===== config.mk =====
export PLATFORM = sky130hd
export DESIGN_NAME = kij_sequencer
export DESIGN_NICKNAME = d
export VERILOG_FILES = /design/src/rtl/kij_seq_pkg.sv /design/src/rtl/l0_feeder.sv /design/src/rtl/kij_sequencer.sv
export SDC_FILE = /design/constraint.sdc
export NUM_CORES = 1
export LEC_CHECK = 0
export ABC_CLOCK_PERIOD_IN_PS = 6750
export BUFFER_PORTS_ARGS = -buffer_cell sky130_fd_sc_hd__buf_2
export CORE_MARGIN = 2
export CORE_UTILIZATION = 57
export DETAILED_ROUTE_END_ITERATION = 6
export MAX_ROUTING_LAYER = met4
export PLACE_DENSITY = 0.82
export SETUP_SLACK_MARGIN = 0.1
export SLEW_MARGIN = 20
export SYNTH_ARGS = -nofsm -noshare
export SYNTH_HDL_FRONTEND = slang
export SYNTH_SLANG_ARGS = --single-unit

===== constraint.sdc =====
create_clock -name clk -period 6.75 [get_ports clk]
set_input_delay 0.3375 -clock clk [delete_from_list [all_inputs] [get_ports clk]]
set_output_delay 0.3375 -clock clk [all_outputs]
set_load 0.05 [all_outputs]

===== src/rtl/kij_seq_pkg.sv =====
// kij_seq_pkg
// Shared types and constants for the kij sequencer and its L0 feeder.
//   - array geometry (ROW, COL, BW, NUM_INP) and the xmem address map
//   - derived widths for the L0 word, kij counter, psum address and feeder counters
//   - FSM state enum and core instruction encodings
//   - helpers computing the xmem base address of the weight / activation block for pass k
package kij_seq_pkg;

   localparam int ROW      = 4;
   localparam int COL      = 4;
   localparam int BW       = 8;
   localparam int NUM_INP  = 8;
   localparam int KIJ_MAX  = 9;
   localparam int ADDR_W   = 11;
   localparam int W_BASE   = 0;
   localparam int A_BASE   = 1024;

   localparam int WORD_W     = BW * ROW;
   localparam int KIJ_W      = $clog2(KIJ_MAX + 1);
   localparam int PSUM_AW    = $clog2(NUM_INP);
   localparam int CNT_W      = $clog2(((COL > NUM_INP) ? COL : NUM_INP) + 1);
   localparam int SETTLE_CYC = ROW + COL;
   localparam int SET_W      = $clog2(SETTLE_CYC + 1);

   typedef enum logic [2:0] {
      IDLE,
      LOAD_W,
      SETTLE,
      EXEC,
      DRAIN,
      NEXT,
      FIN
   } state_t;

   localparam logic [1:0] INST_IDLE  = 2'b00;
   localparam logic [1:0] INST_KLOAD = 2'b01;
   localparam logic [1:0] INST_EXEC  = 2'b10;

   // Weight block for pass k starts COL words after the block of pass k-1.
   function automatic logic [ADDR_W-1:0] weightBase(input logic [KIJ_W-1:0] k);
      return ADDR_W'(W_BASE) + ADDR_W'(k) * ADDR_W'(COL);
   endfunction

   // Activation block for pass k starts NUM_INP words after the block of pass k-1.
   function automatic logic [ADDR_W-1:0] actBase(input logic [KIJ_W-1:0] k);
      return ADDR_W'(A_BASE) + ADDR_W'(k) * ADDR_W'(NUM_INP);
   endfunction

endpackage


===== src/rtl/l0_feeder.sv =====
// l0_feeder
// Streams count_i consecutive xmem words starting at base_i into L0, honouring L0 backpressure.
// Ports:
//   clk, reset_n     clock, async active-low reset
//   active_i         FSM is in a feeding state (LOAD_W or EXEC)
//   base_i, count_i  first xmem address and number of words for this block
//   l0_full_i        L0 backpressure
//   xmem_dout_i      xmem read data, valid one cycle after xmem_rd_o
//   xmem_rd_o        xmem read strobe
//   xmem_addr_o      xmem read address (0 when not reading)
//   l0_wr_o          L0 write strobe
//   l0_din_o         L0 write data (0 when not writing)
//   last_o           the final word of the block is being written this cycle
module l0_feeder
   import kij_seq_pkg::*;
(
   input  logic              clk,
   input  logic              reset_n,
   input  logic              active_i,
   input  logic [ADDR_W-1:0] base_i,
   input  logic [CNT_W-1:0]  count_i,
   input  logic              l0_full_i,
   input  logic [WORD_W-1:0] xmem_dout_i,
   output logic              xmem_rd_o,
   output logic [ADDR_W-1:0] xmem_addr_o,
   output logic              l0_wr_o,
   output logic [WORD_W-1:0] l0_din_o,
   output logic              last_o
);

   logic [CNT_W-1:0]  issued_q, issued_d;
   logic [CNT_W-1:0]  written_q, written_d;
   logic              inFlight_q;
   logic              holdValid_q, holdValid_d;
   logic [WORD_W-1:0] hold_q, hold_d;

   logic issue;
   logic writeHold;
   logic writeFlight;
   logic wrEn;
   logic lastWrite;

   // A read may only be issued when its data is guaranteed a home: L0 not full and the
   // holding register empty. Because of that rule the holding register and an in-flight
   // word never coexist, so the parked word and a fresh word can never compete for L0.
   // Both counters clear themselves on the last write so the next block starts from zero.
   always_comb begin
      issue       = active_i && (issued_q < count_i) && !l0_full_i && !holdValid_q;
      writeHold   = holdValid_q && !l0_full_i;
      writeFlight = inFlight_q && !l0_full_i;
      wrEn        = writeHold || writeFlight;
      lastWrite   = wrEn && (written_q == count_i - CNT_W'(1));

      issued_d    = issued_q;
      written_d   = written_q;
      holdValid_d = holdValid_q;
      hold_d      = hold_q;

      if (issue) begin
         issued_d = issued_q + CNT_W'(1);
      end
      if (wrEn) begin
         written_d = written_q + CNT_W'(1);
      end
      if (lastWrite) begin
         issued_d  = '0;
         written_d = '0;
      end

      if (inFlight_q && l0_full_i) begin
         holdValid_d = 1'b1;
         hold_d      = xmem_dout_i;
      end else if (writeHold) begin
         holdValid_d = 1'b0;
      end
   end

   // Feeder state registers.
   always_ff @(posedge clk or negedge reset_n) begin
      if (!reset_n) begin
         issued_q    <= '0;
         written_q   <= '0;
         inFlight_q  <= 1'b0;
         holdValid_q <= 1'b0;
         hold_q      <= '0;
      end else begin
         issued_q    <= issued_d;
         written_q   <= written_d;
         inFlight_q  <= issue;
         holdValid_q <= holdValid_d;
         hold_q      <= hold_d;
      end
   end

   assign xmem_rd_o   = issue;
   assign xmem_addr_o = issue ? (base_i + ADDR_W'(issued_q)) : '0;
   assign l0_wr_o     = wrEn;
   assign l0_din_o    = writeHold ? hold_q : (writeFlight ? xmem_dout_i : '0);
   assign last_o      = lastWrite;

endmodule


===== src/rtl/kij_sequencer.sv =====
// kij_sequencer
// Runs kij_len passes of: load COL weight words into L0, let them settle, stream NUM_INP
// activation words, then drain the OFIFO into psum memory (accumulating for k>0 and
// applying ReLU on the final pass). Pulses done when the last pass has drained.
// Ports:
//   clk, reset_n                    clock, async active-low reset
//   start, kij_len, acc_en, relu_en launch pulse and per-run configuration
//   busy, done                      run in progress / one-cycle completion pulse
//   xmem_rd, xmem_addr, xmem_dout   shared activation/weight SRAM read port
//   l0_wr, l0_din, l0_full          L0 write port with backpressure
//   inst_w                          core instruction (kernel load / execute / idle)
//   ofifo_valid, ofifo_rd           OFIFO pop handshake
//   psum_wr, psum_addr, acc, relu   psum memory write port
module kij_sequencer
   import kij_seq_pkg::*;
(
   input  logic               clk,
   input  logic               reset_n,
   input  logic               start,
   input  logic [KIJ_W-1:0]   kij_len,
   input  logic               acc_en,
   input  logic               relu_en,
   output logic               busy,
   output logic               done,
   output logic               xmem_rd,
   output logic [ADDR_W-1:0]  xmem_addr,
   input  logic [WORD_W-1:0]  xmem_dout,
   output logic               l0_wr,
   output logic [WORD_W-1:0]  l0_din,
   input  logic               l0_full,
   output logic [1:0]         inst_w,
   input  logic               ofifo_valid,
   output logic               ofifo_rd,
   output logic               psum_wr,
   output logic [PSUM_AW-1:0] psum_addr,
   output logic               acc,
   output logic               relu
);

   state_t             state_q;
   logic [KIJ_W-1:0]   kCnt_q;
   logic [KIJ_W-1:0]   kijLen_q;
   logic               accEn_q;
   logic               reluEn_q;
   logic               busy_q;
   logic               done_q;
   logic [1:0]         instW_q;
   logic [SET_W-1:0]   settleCnt_q;
   logic [PSUM_AW-1:0] drainCnt_q;

   logic               feedActive;
   logic [ADDR_W-1:0]  feedBase;
   logic [CNT_W-1:0]   feedCount;
   logic               feedLast;
   logic               popNow;
   logic               lastPass;

   // The feeder is shared: LOAD_W hands it the weight block, EXEC the activation block.
   always_comb begin
      feedActive = 1'b0;
      feedBase   = '0;
      feedCount  = '0;
      case (state_q)
         LOAD_W: begin
            feedActive = 1'b1;
            feedBase   = weightBase(kCnt_q);
            feedCount  = CNT_W'(COL);
         end
         EXEC: begin
            feedActive = 1'b1;
            feedBase   = actBase(kCnt_q);
            feedCount  = CNT_W'(NUM_INP);
         end
         default: ;
      endcase
   end

   l0_feeder uFeeder (
      .clk         (clk),
      .reset_n     (reset_n),
      .active_i    (feedActive),
      .base_i      (feedBase),
      .count_i     (feedCount),
      .l0_full_i   (l0_full),
      .xmem_dout_i (xmem_dout),
      .xmem_rd_o   (xmem_rd),
      .xmem_addr_o (xmem_addr),
      .l0_wr_o     (l0_wr),
      .l0_din_o    (l0_din),
      .last_o      (feedLast)
   );

   // The pop and the psum write must land in the same cycle, so they follow ofifo_valid
   // directly; the drain counter guarantees DRAIN is left right after the last row.
   always_comb begin
      popNow   = (state_q == DRAIN) && ofifo_valid;
      lastPass = (kCnt_q == kijLen_q - KIJ_W'(1));
   end

   assign ofifo_rd  = popNow;
   assign psum_wr   = popNow;
   assign psum_addr = popNow ? drainCnt_q : '0;
   assign acc       = popNow && accEn_q && (kCnt_q != '0);
   assign relu      = popNow && reluEn_q && lastPass;

   // Pass sequencer. LOAD_W and EXEC wait for the feeder's last L0 write, not the last
   // read, so a backpressured tail word is never left behind. done is raised on the way
   // out of FIN, which puts it two cycles after start for an empty run and keeps start
   // ignored during FIN itself.
   always_ff @(posedge clk or negedge reset_n) begin
      if (!reset_n) begin
         state_q     <= IDLE;
         kCnt_q      <= '0;
         kijLen_q    <= '0;
         accEn_q     <= 1'b0;
         reluEn_q    <= 1'b0;
         busy_q      <= 1'b0;
         done_q      <= 1'b0;
         instW_q     <= INST_IDLE;
         settleCnt_q <= '0;
         drainCnt_q  <= '0;
      end else begin
         done_q <= 1'b0;
         case (state_q)
            IDLE: begin
               if (start) begin
                  busy_q   <= 1'b1;
                  kijLen_q <= kij_len;
                  accEn_q  <= acc_en;
                  reluEn_q <= relu_en;
                  kCnt_q   <= '0;
                  if (kij_len != '0) begin
                     state_q <= LOAD_W;
                     instW_q <= INST_KLOAD;
                  end else begin
                     state_q <= FIN;
                  end
               end
            end
            LOAD_W: begin
               if (feedLast) begin
                  state_q     <= SETTLE;
                  settleCnt_q <= '0;
               end
            end
            SETTLE: begin
               if (settleCnt_q == SET_W'(SETTLE_CYC - 1)) begin
                  state_q <= EXEC;
                  instW_q <= INST_EXEC;
               end else begin
                  settleCnt_q <= settleCnt_q + SET_W'(1);
               end
            end
            EXEC: begin
               if (feedLast) begin
                  state_q    <= DRAIN;
                  instW_q    <= INST_IDLE;
                  drainCnt_q <= '0;
               end
            end
            DRAIN: begin
               if (popNow) begin
                  drainCnt_q <= drainCnt_q + PSUM_AW'(1);
                  if (drainCnt_q == PSUM_AW'(NUM_INP - 1)) begin
                     state_q <= NEXT;
                  end
               end
            end
            NEXT: begin
               kCnt_q <= kCnt_q + KIJ_W'(1);
               if (kCnt_q + KIJ_W'(1) == kijLen_q) begin
                  state_q <= FIN;
               end else begin
                  state_q <= LOAD_W;
                  instW_q <= INST_KLOAD;
               end
            end
            FIN: begin
               state_q <= IDLE;
               busy_q  <= 1'b0;
               done_q  <= 1'b1;
               instW_q <= INST_IDLE;
            end
            default: begin
               state_q <= IDLE;
            end
         endcase
      end
   end

   assign busy   = busy_q;
   assign done   = done_q;
   assign inst_w = instW_q;

endmodule


==> impl_metrics.env, run 1 <==
export IMPL_grt_util_met1=0.299
export IMPL_synth_distinct_cells=51
export IMPL_clk_latency_ps=340
export IMPL_ys_warn_count=0
export IMPL_cellLeakagePower_nw=2.19
export IMPL_ys_seq_area_frac=0.447
export IMPL_drt_iter0_markers=126
export IMPL_core_area_um2=6310
export IMPL_fin_area_um2=4440
export IMPL_wl_um=7770
export IMPL_gr_usage_met3=0.0442
export IMPL_grt_pass1_wl_um=13300
export IMPL_arrival_ps=3680
export IMPL_finalSetupTns_ps=0
export IMPL_die_w_um=84.5
export IMPL_hold_violations=0
export IMPL_cp_max_fo=23
export IMPL_start_util=0.585
export IMPL_dieArea_um2=7140
export IMPL_drv_cap=0
export IMPL_critPathLaunchType="register"
export IMPL_synth_edf_count=0
export IMPL_clk_pin_slew_ps=80
export IMPL_syn_avg_cell_area_um2=10.8
export IMPL_fin_crit_sh=0.595
export IMPL_postSynthCellCount=343
export IMPL_grtUsageTotal=0.238
export IMPL_criticalPathCategory="reg -> out"
export IMPL_seqCellArea_um2=1650
export IMPL_n_antenna_cell=0
export IMPL_tightest_slew_ps=907
export IMPL_cts_tree="yes"
export IMPL_ant_nets=0
export IMPL_synth_seq_cells=66
export IMPL_ir_drop_v=0.000371
export IMPL_setup_violations=0
export IMPL_async_flop_share=1.00
export IMPL_endpoint_kind="output pin"
export IMPL_cts_max_level=3
export IMPL_globalplace_congestion=0.869
export IMPL_vias=2912
export IMPL_drive_above_1_share=0.382
export IMPL_cts_sinks=66
export IMPL_post_cts_resized=0
export IMPL_via_per_inst=5.67
export IMPL_overflow=0
export IMPL_antenna_found_initial=0
export IMPL_hp_class="in -> async"
export IMPL_nets=488
export IMPL_rsz0062_at_grt="false"
export IMPL_post_dp_cell_area_um2=4200
export IMPL_port_buffers=96
export IMPL_cts_made_buffers=9
export IMPL_dr_pass1_iters=7
export IMPL_cts_buffer_depth=2
export IMPL_maxSlewViolCount=0
export IMPL_top_usage_layer="met2"
export IMPL_final_common_cell="buf_2"
export IMPL_grt_max_degree=67
export IMPL_cts_setup_buffers=0
export IMPL_chipHeight_um=84.5
export IMPL_area_growth_syn_to_layout_pct=20.3
export IMPL_max_freq_mhz=249
export IMPL_mostFrequentLayoutCells="96 x buf_2, 66 x dfrtp_1, 40 x mux2_2"
export IMPL_cts_hold_fix_buffers=0
export IMPL_grt_pass1_vias=2905
export IMPL_dpl_hpwl_um=5570
export IMPL_multi_input_area_um2=1900
export IMPL_nFillCells=502
export IMPL_slew_headroom=0.394
export IMPL_syn_area_um2=3690
export IMPL_outcome="finished, final reports clean"
export IMPL_met2_usage=0.387
export IMPL_routedWlPerCell_um=15.1
export IMPL_io_pins=99
export IMPL_fp_row_count=29
export IMPL_drc_errors=0
export IMPL_required_ps=6410
export IMPL_p_per_area_nw_per_um2=439
export IMPL_skew_ps=7.48
export IMPL_fin_crit_ps=4020
export IMPL_root_buffer="clkbuf_8"
export IMPL_ys_flop_type="dfrtp_1"
-- metrics by stage --
stage | hold slack [ps] | setup slack [ps] | util | cells | total power [mW]
CTS | 190 | 2710 | 0.704 | 514 | 1.97
global placement | 458 | 3300 | 0.665 | 498 | 1.52
global route | 219 | 2420 | 0.704 | 514 | 2.09
detailed placement | 480 | 3130 | 0.665 | 498 | 1.56
finish | 160 | 2730 | 0.704 | 514 | 1.95
floorplan | 41.9 | 2860 | - | 344 | 1.38
-- Yosys cell counts (3+ instances only) --
cell type | number | share of area
and3_1 | 3 | 0.0051
and2_1 | 9 | 0.015
nand4_1 | 4 | 0.0068
nand3_1 | 7 | 0.0095
buf_4 | 3 | 0.0061
nor3_1 | 7 | 0.0095
xnor2_1 | 12 | 0.028
nor2_1 | 22 | 0.022
xor2_1 | 9 | 0.021
a21o_1 | 3 | 0.0061
a21oi_1 | 8 | 0.011
a22o_1 | 36 | 0.085
inv_1 | 10 | 0.010
mux2_2 | 40 | 0.12
buf_2 | 4 | 0.0054
a31oi_1 | 3 | 0.0051
nand2_1 | 22 | 0.022
dfrtp_1 | 66 | 0.45
ha_1 | 12 | 0.041
o21ai_0 | 9 | 0.012
nor2b_1 | 5 | 0.0085
clkbuf_1 | 10 | 0.010
buf_1 | 4 | 0.0041
nand2b_1 | 4 | 0.0068
-- worst max-delay path: stages (launching register included) --
cell	delay [ps]
dfrtp_1	610
nand2b_1	330
nor2_1	280
inv_1	100
ha_1	250
or3_1	410
ha_1	210
nor4_1	270
a21bo_4	310
nor2_1	120
and4_1	200
buf_2	260
-- routing by layer --
layer,part of all wire,vias up
met4,0.012,0
met2,0.50,92
met5,0,-
met1,0.44,1408
met3,0.055,8
li1,-,1404
-- layout make-up --
| class | count | area share |
|---|---|---|
| Sequential cell | 66 | 0.372 |
| Inverter | 11 | 0.0104 |
| Clock buffer | 9 | 0.0279 |
| Clock inverter | 7 | 0.0262 |
| Multi-Input combinational cell | 245 | 0.429 |
| Tap cell | 77 | 0.0217 |
| Timing Repair Buffer | 99 | 0.113 |
-- report_power, final --
group	leakage, nW	switching (mW)	internal [mW]
clock	0.120	0.153	0.245
sequential	0.812	0.163	0.577
combinational	1.26	0.456	0.356
-- worst paths after layout --
| kind | slack, ps | cells after the start | end | start |
|---|---|---|---|---|
| worst min register to register | 500 | 1 | settleCnt_q[2]$_DFFE_PN0P_ | settleCnt_q[2]$_DFFE_PN0P_ |
| min in group clk | 220 | 3 | kijLen_q[1]$_DFFE_PN0P_ | kij_len[1] |
| worst max-delay path | 2730 | 11 | xmem_addr[7] | state_q[2]$_DFFE_PN0P_ |
| worst max register to register | 3450 | 12 | uFeeder.issued_q[3]$_DFFE_PN0P_ | state_q[2]$_DFFE_PN0P_ |
| max in group asynchronous | 6070 | 2 | kCnt_q[2]$_DFFE_PN0P_ | reset_n |
| worst min-delay path | 160 | 2 | uFeeder.hold_q[21]$_DFFE_PN0P_ | reset_n |
-- logic make-up (layout without fill, tap and decap cells) --
logic type | Yosys count | after routing | synth area share
muxes | 42 | 42 | 0.127
other | 1 | 2 | 0.00102
buffers and inverters | 33 | 126 | 0.0413
xor gates and xnor gates | 21 | 21 | 0.0498
DFF | 66 | 66 | 0.447
and+or+nand+nor | 95 | 95 | 0.133
adders and majority gates | 13 | 13 | 0.0461
AOI/OAI and AO/OA | 72 | 72 | 0.154
-- registers in the layout (all words and copies together) (netlist names), 2 cells and up --
signal	cells
state_q	3
kijLen_q	4
drainCnt_q	3
uFeeder.hold_q	32
kCnt_q	4
settleCnt_q	4
uFeeder.issued_q	4
uFeeder.written_q	4
inst_w	2
Note: power is estimated with default switching activity, not from simulation.
==> inputs of run 2 (changes only) <==
- ABC_AREA: not set -> 1
- ABC_CLOCK_PERIOD_IN_PS: 6750 -> 3800
- CORE_UTILIZATION: 57 -> 54
- PLACE_DENSITY: 0.82 -> 0.77
- clock period: 6.75 -> 3.8 ns (I/O delays scaled with it)
==> impl_metrics.env, run 2 <==
export IMPL_synthTopCellsByCount="101 x nand2_1, 71 x inv_1, 66 x dfrtp_1"
export IMPL_syn_avg_cell_area_um2=7.77
export IMPL_slowest_delay_ps=460
export IMPL_root_buffer="clkbuf_8"
export IMPL_start_util=0.565
export IMPL_synth_distinct_cells=36
export IMPL_core_area_um2=6870
export IMPL_syn_area_um2=3880
export IMPL_fin_crit_ps=3310
export IMPL_p_per_area_nw_per_um2=673
export IMPL_slew_headroom=0.533
export IMPL_drv_cap=0
export IMPL_pwr_share_clk=0.204
export IMPL_finalSetupTns_ps=0
export IMPL_fin_crit_sh=0.872
export IMPL_mostFrequentLayoutCells="101 x nand2_1, 96 x buf_2, 71 x inv_1"
export IMPL_grt_pass1_vias=3306
export IMPL_hold_violations=0
export IMPL_combPwrFrac=0.416
export IMPL_worst_path_buf_inv=4
export IMPL_p_switching_mw=1.36
export IMPL_routedWlPerCell_um=12.8
export IMPL_power_mw=3.13
export IMPL_grtUsageTotal=0.235
export IMPL_synth_edf_count=0
export IMPL_fp_row_count=30
export IMPL_postSynthCellCount=500
export IMPL_p_int_mw=1.77
export IMPL_via_per_inst=5.17
export IMPL_post_cts_resized=0
export IMPL_vias=3562
export IMPL_nets=644
export IMPL_drc_errors=0
export IMPL_fin_area_um2=4650
export IMPL_final_cells=689
export IMPL_post_dp_cell_area_um2=4400
export IMPL_drt_iter0_markers=284
export IMPL_cts_max_level=3
export IMPL_cts_tree="yes"
export IMPL_dpl_hpwl_um=6270
export IMPL_criticalPathCategory="reg -> out"
export IMPL_cp_max_fo=11
export IMPL_dieArea_um2=7890
export IMPL_cts_made_buffers=9
export IMPL_top_register="uFeeder.hold_q"
export IMPL_wl_um=8800
export IMPL_chipHeight_um=88.8
export IMPL_final_common_cell="nand2_1"
export IMPL_arrival_ps=3120
export IMPL_setup_violations=0
export IMPL_cts_setup_buffers=0
export IMPL_clk_latency_ps=350
export IMPL_ys_seq_area_frac=0.425
export IMPL_port_buffers=96
export IMPL_p_seq_frac=0.380
export IMPL_grt_pass1_wl_um=14200
export IMPL_placedCellCount=671
export IMPL_ys_warn_count=0
export IMPL_synth_seq_cells=66
export IMPL_cts_buffer_depth=2
export IMPL_rsz0062_at_grt="false"
export IMPL_cellLeakagePower_nw=2.54
export IMPL_hp_class="in -> reg"
export IMPL_cts_sinks=66
export IMPL_endpoint_kind="output pin"
export IMPL_max_freq_mhz=302
export IMPL_antenna_found_initial=0
export IMPL_skew_ps=15.6
export IMPL_async_flop_share=1.00
export IMPL_synth_area_leader_cell="dfrtp_1"
export IMPL_clk_pin_slew_ps=70
export IMPL_ant_nets=0
export IMPL_n_antenna_cell=0
export IMPL_area_growth_syn_to_layout_pct=19.7
export IMPL_globalplace_congestion=0.880
export IMPL_grt_max_degree=66
export IMPL_maxSlewViolCount=0
export IMPL_synth_top_area_share=0.425
export IMPL_tightest_slew_ps=698
export IMPL_switching_share=0.435
export IMPL_outcome="finished, final reports clean"
export IMPL_io_pins=99
export IMPL_largest_reg_flops=32
export IMPL_drive_above_1_share=0.238
export IMPL_ys_flop_type="dfrtp_1"
export IMPL_critPathLaunchType="register"
export IMPL_die_w_um=88.8
export IMPL_path_delay_family="buffers and inverters"
export IMPL_critical_path_cell_chain="inv_2, nand3_2, ha_1, inv_1, nand2_4, ha_1, nor4_1, nand2_1, inv_1, o21ai_0, a21oi_1, buf_2"
export IMPL_synthMostInstantiatedCell="nand2_1"
export IMPL_overflow=0
export IMPL_required_ps=3610
export IMPL_ys_top_cells_by_area="dfrtp_1 43%, nand2_1 9.8%, inv_1 6.9%, o31ai_1 6.6%, nand3_1 6.3%"
export IMPL_ir_drop_v=0.000326
export IMPL_dr_pass1_iters=4
export IMPL_crit_slowest_cell="dfrtp_1"
## run 2: cell types whose count changed in the layout (fill, tap and decap cells not counted), moves of 36 or more
cell	delta
nand2_1	+79
inv_1	+61
nand3_1	+42
mux2_2	-37
o21ai_0	+37
a22o_1	-36
## run 2: cell type report
| class | count | area [µm²] |
|---|---|---|
| well taps | 96 | 120 |
| clock inverters | 5 | 78.8 |
| inverters | 75 | 282 |
| multi-input cells | 335 | 1840 |
| fillers | 605 | 2220 |
| clock buffers | 11 | 131 |
| flip-flops and latches | 66 | 1650 |
| repair buffers | 101 | 541 |
## run 2: layer usage
layer / vias to the layer above / track usage / wire length (µm)
met3: 15 / 0.0345 / 377
met1: 1645 / 0.304 / 4120
met4: 0 / 0.0964 / 153
met5: - / - / 0
met2: 80 / 0.370 / 4140
li1: 1822 / - / -
## run 2: power by group through the flow
stage / logic (mW) / clock network (mW) / registers (mW)
after detailed placement: 1.30 / 0 / 1.20
after floorplan: 1.02 / 0 / 1.18
final: 1.30 / 0.638 / 1.19
after CTS: 1.30 / 0.647 / 1.19
after global routing: 1.47 / 0.676 / 1.22
after global placement: 1.26 / 0 / 1.18
## run 2: cell families (layout without fill, tap and decap cells)
kind of cell    count (synthesis)  count (layout)  share of synthesized area
buf+inv                       100             192                      0.101
other cells                     1               2                   0.000966
simple gates                  205             205                      0.239
fa+ha+maj                      13              13                     0.0438
flops                          66              66                      0.425
compound gates                104             104                      0.163
mux                             3               3                    0.00870
xor+xnor                        8               8                     0.0180
## run 2: per-stage QoR
step / utilization / setup WS [ps] / hold slack [ps]
4_1_cts: 0.671 / 488 / 38.3
2_1_floorplan: - / 628 / -106
6_report: 0.677 / 485 / 81.4
5_1_grt: 0.677 / 217 / 83.9
3_3_place_gp: 0.641 / 978 / 399
3_5_place_dp: 0.641 / 877 / 410
## run 2: timing repair
item                       CTS  global route
hold endpoints to repair     0            21
hold buffers                 0             1
setup endpoints to repair    0             0
## run 2: final timing paths
check	slack [ps]	startpoint	to	cells after the start
worst min-delay path	80	relu_en	reluEn_q$_DFFE_PN0P_	2
max in group asynchronous	2670	reset_n	drainCnt_q[2]$_DFFE_PN0P_	3
worst min register to register	470	inst_w[1]$_DFFE_PN0P_	inst_w[1]$_DFFE_PN0P_	2
worst max register to register	1210	state_q[2]$_DFFE_PN0P_	uFeeder.issued_q[2]$_DFFE_PN0P_	12
worst max-delay path	490	state_q[2]$_DFFE_PN0P_	xmem_addr[4]	12
min in group asynchronous	380	reset_n	uFeeder.hold_q[11]$_DFFE_PN0P_	2
==> inputs of run 3 (changes only) <==
- CORE_MARGIN: 2 -> 3
==> impl_metrics.env, run 3 (same netlist as run 2, synthesis figures left out) <==
export IMPL_grt_util_met1=0.270
export IMPL_criticalPathCategory="reg -> out"
export IMPL_fin_area_um2=4600
export IMPL_clk_pin_slew_ps=80
export IMPL_n_antenna_cell=0
export IMPL_hold_violations=0
export IMPL_ir_drop_v=0.000516
export IMPL_port_buffers=96
export IMPL_drv_cap=0
export IMPL_cts_tree="yes"
export IMPL_cts_sinks=66
export IMPL_cts_max_level=3
export IMPL_post_dp_cell_area_um2=4390
export IMPL_path_delay_family="buffers and inverters"
export IMPL_cellLeakagePower_nw=2.51
export IMPL_largest_reg_flops=32
export IMPL_combPwrFrac=0.409
export IMPL_pwr_share_clk=0.196
export IMPL_grt_pass1_vias=3441
export IMPL_clk_latency_ps=350
export IMPL_ant_nets=0
export IMPL_io_pins=99
export IMPL_slowest_delay_ps=470
export IMPL_drc_errors=0
export IMPL_outcome="finished, final reports clean"
export IMPL_holdPathStages=2
export IMPL_drive_above_1_share=0.239
export IMPL_chipHeight_um=90.8
export IMPL_required_ps=3610
export IMPL_start_util=0.565
export IMPL_mostFrequentLayoutCells="100 x nand2_1, 96 x buf_2, 71 x inv_1"
export IMPL_drt_iter0_markers=269
export IMPL_cts_buffer_depth=2
export IMPL_tightest_slew_ps=1070
export IMPL_maxSlewViolCount=0
export IMPL_area_growth_syn_to_layout_pct=18.5
export IMPL_slew_headroom=0.284
export IMPL_fp_row_count=30
export IMPL_setup_violations=0
export IMPL_max_freq_mhz=302
export IMPL_skew_ps=7.44
export IMPL_die_w_um=90.8
export IMPL_final_common_cell="nand2_1"
export IMPL_endpoint_kind="output pin"
export IMPL_rsz0062_at_grt="false"
export IMPL_reg2reg_depth=12
export IMPL_top_usage_layer="met2"
export IMPL_post_place_ws_ps=877
export IMPL_fin_crit_sh=0.872
export IMPL_dieArea_um2=8250
export IMPL_arrival_ps=3120
export IMPL_worst_path_buf_inv=4
export IMPL_nets=641
export IMPL_wl_um=8710
export IMPL_cp_max_fo=11
export IMPL_critPathLaunchType="register"
export IMPL_routedWlPerCell_um=12.7
export IMPL_dr_pass1_iters=4
export IMPL_p_seq_frac=0.395
export IMPL_gr_usage_met3=0.0467
export IMPL_globalplace_congestion=0.909
export IMPL_overflow=0
export IMPL_hp_class="in -> reg"
export IMPL_grt_pass1_wl_um=15000
export IMPL_finalSetupTns_ps=0
export IMPL_grtUsageTotal=0.225
export IMPL_dpl_hpwl_um=6290
export IMPL_switching_share=0.444
export IMPL_root_buffer="clkbuf_8"
export IMPL_path_depth=12
export IMPL_p_int_mw=1.71
export IMPL_critical_path_cell_chain="inv_2, nand3_2, ha_1, inv_1, nand2_4, ha_1, nor4_1, nand2_1, inv_1, o21ai_0, a21oi_1, buf_2"
export IMPL_antenna_found_initial=0
export IMPL_p_per_area_nw_per_um2=669
export IMPL_vias=3573
export IMPL_crit_slowest_cell="dfrtp_1"
export IMPL_met2_usage=0.379
export IMPL_cts_made_buffers=9
export IMPL_top_register="uFeeder.hold_q"
export IMPL_p_switching_mw=1.37
export IMPL_fin_crit_ps=3310
export IMPL_via_per_inst=5.21
export IMPL_setup_ws_ps=488
export IMPL_grt_max_degree=66
export IMPL_core_area_um2=6870
run 3: area by class of cell:
type | instances | area (µm²)
clock inverters | 6 | 66.3
inverters | 75 | 282
repair buffers | 98 | 498
clock buffers | 10 | 138
well taps | 96 | 120
fillers | 590 | 2270
multi-input cells | 335 | 1850
flip-flops and latches | 66 | 1650
run 3: metrics by stage:
stage,total power [mW],hold slack (ps),instances,utilization
finish,3.08,72.7,686,0.670
CTS,3.09,62.4,686,0.670
global placement,2.44,352,669,0.639
detailed placement,2.48,358,669,0.639
global route,3.35,63.3,686,0.670
floorplan,2.19,-106,501,-
run 3: worst reg2reg max path: stages, from the launching register on:
cell	delay, ps
dfrtp_1	470
inv_2	170
nand3_2	170
ha_1	250
inv_1	140
nand2_4	110
ha_1	210
nor4_1	210
nand2_1	290
inv_1	260
nand3_1	100
nand2_1	70
a21oi_1	40
run 3: final timing paths:
check / from / endpoint / slack, ps
max: state_q[2]$_DFFE_PN0P_ / xmem_addr[4] / 490
min reg2reg: uFeeder.hold_q[23]$_DFFE_PN0P_ / uFeeder.hold_q[23]$_DFFE_PN0P_ / 490
max in group asynchronous: reset_n / uFeeder.hold_q[28]$_DFFE_PN0P_ / 2420
min: acc_en / accEn_q$_DFFE_PN0P_ / 70
max reg2reg: state_q[2]$_DFFE_PN0P_ / uFeeder.issued_q[2]$_DFFE_PN0P_ / 1210
min in group asynchronous: reset_n / uFeeder.hold_q[12]$_DFFE_PN0P_ / 480
run 3: layer usage:
metal,wire length [µm],up-vias
li1,-,1820
met5,0,-
met2,4270,98
met1,3940,1649
met4,55,0
met3,442,6
run 3: timing repair:
action	4_1_cts	5_1_grt
endpoints found under the hold margin	39	0
hold buffers	1	0
gates resized for setup	0	0
setup buffers	0	0
run 3: power groups by stage:
stage          combinational (mW)  clock (mW)  sequential (mW)
4_1_cts                      1.27       0.616             1.21
3_5_place_dp                 1.26           0             1.22
5_1_grt                      1.44       0.651             1.26
6_report                     1.26       0.605             1.22
3_3_place_gp                 1.23           0             1.21
2_1_floorplan                1.02           0             1.18
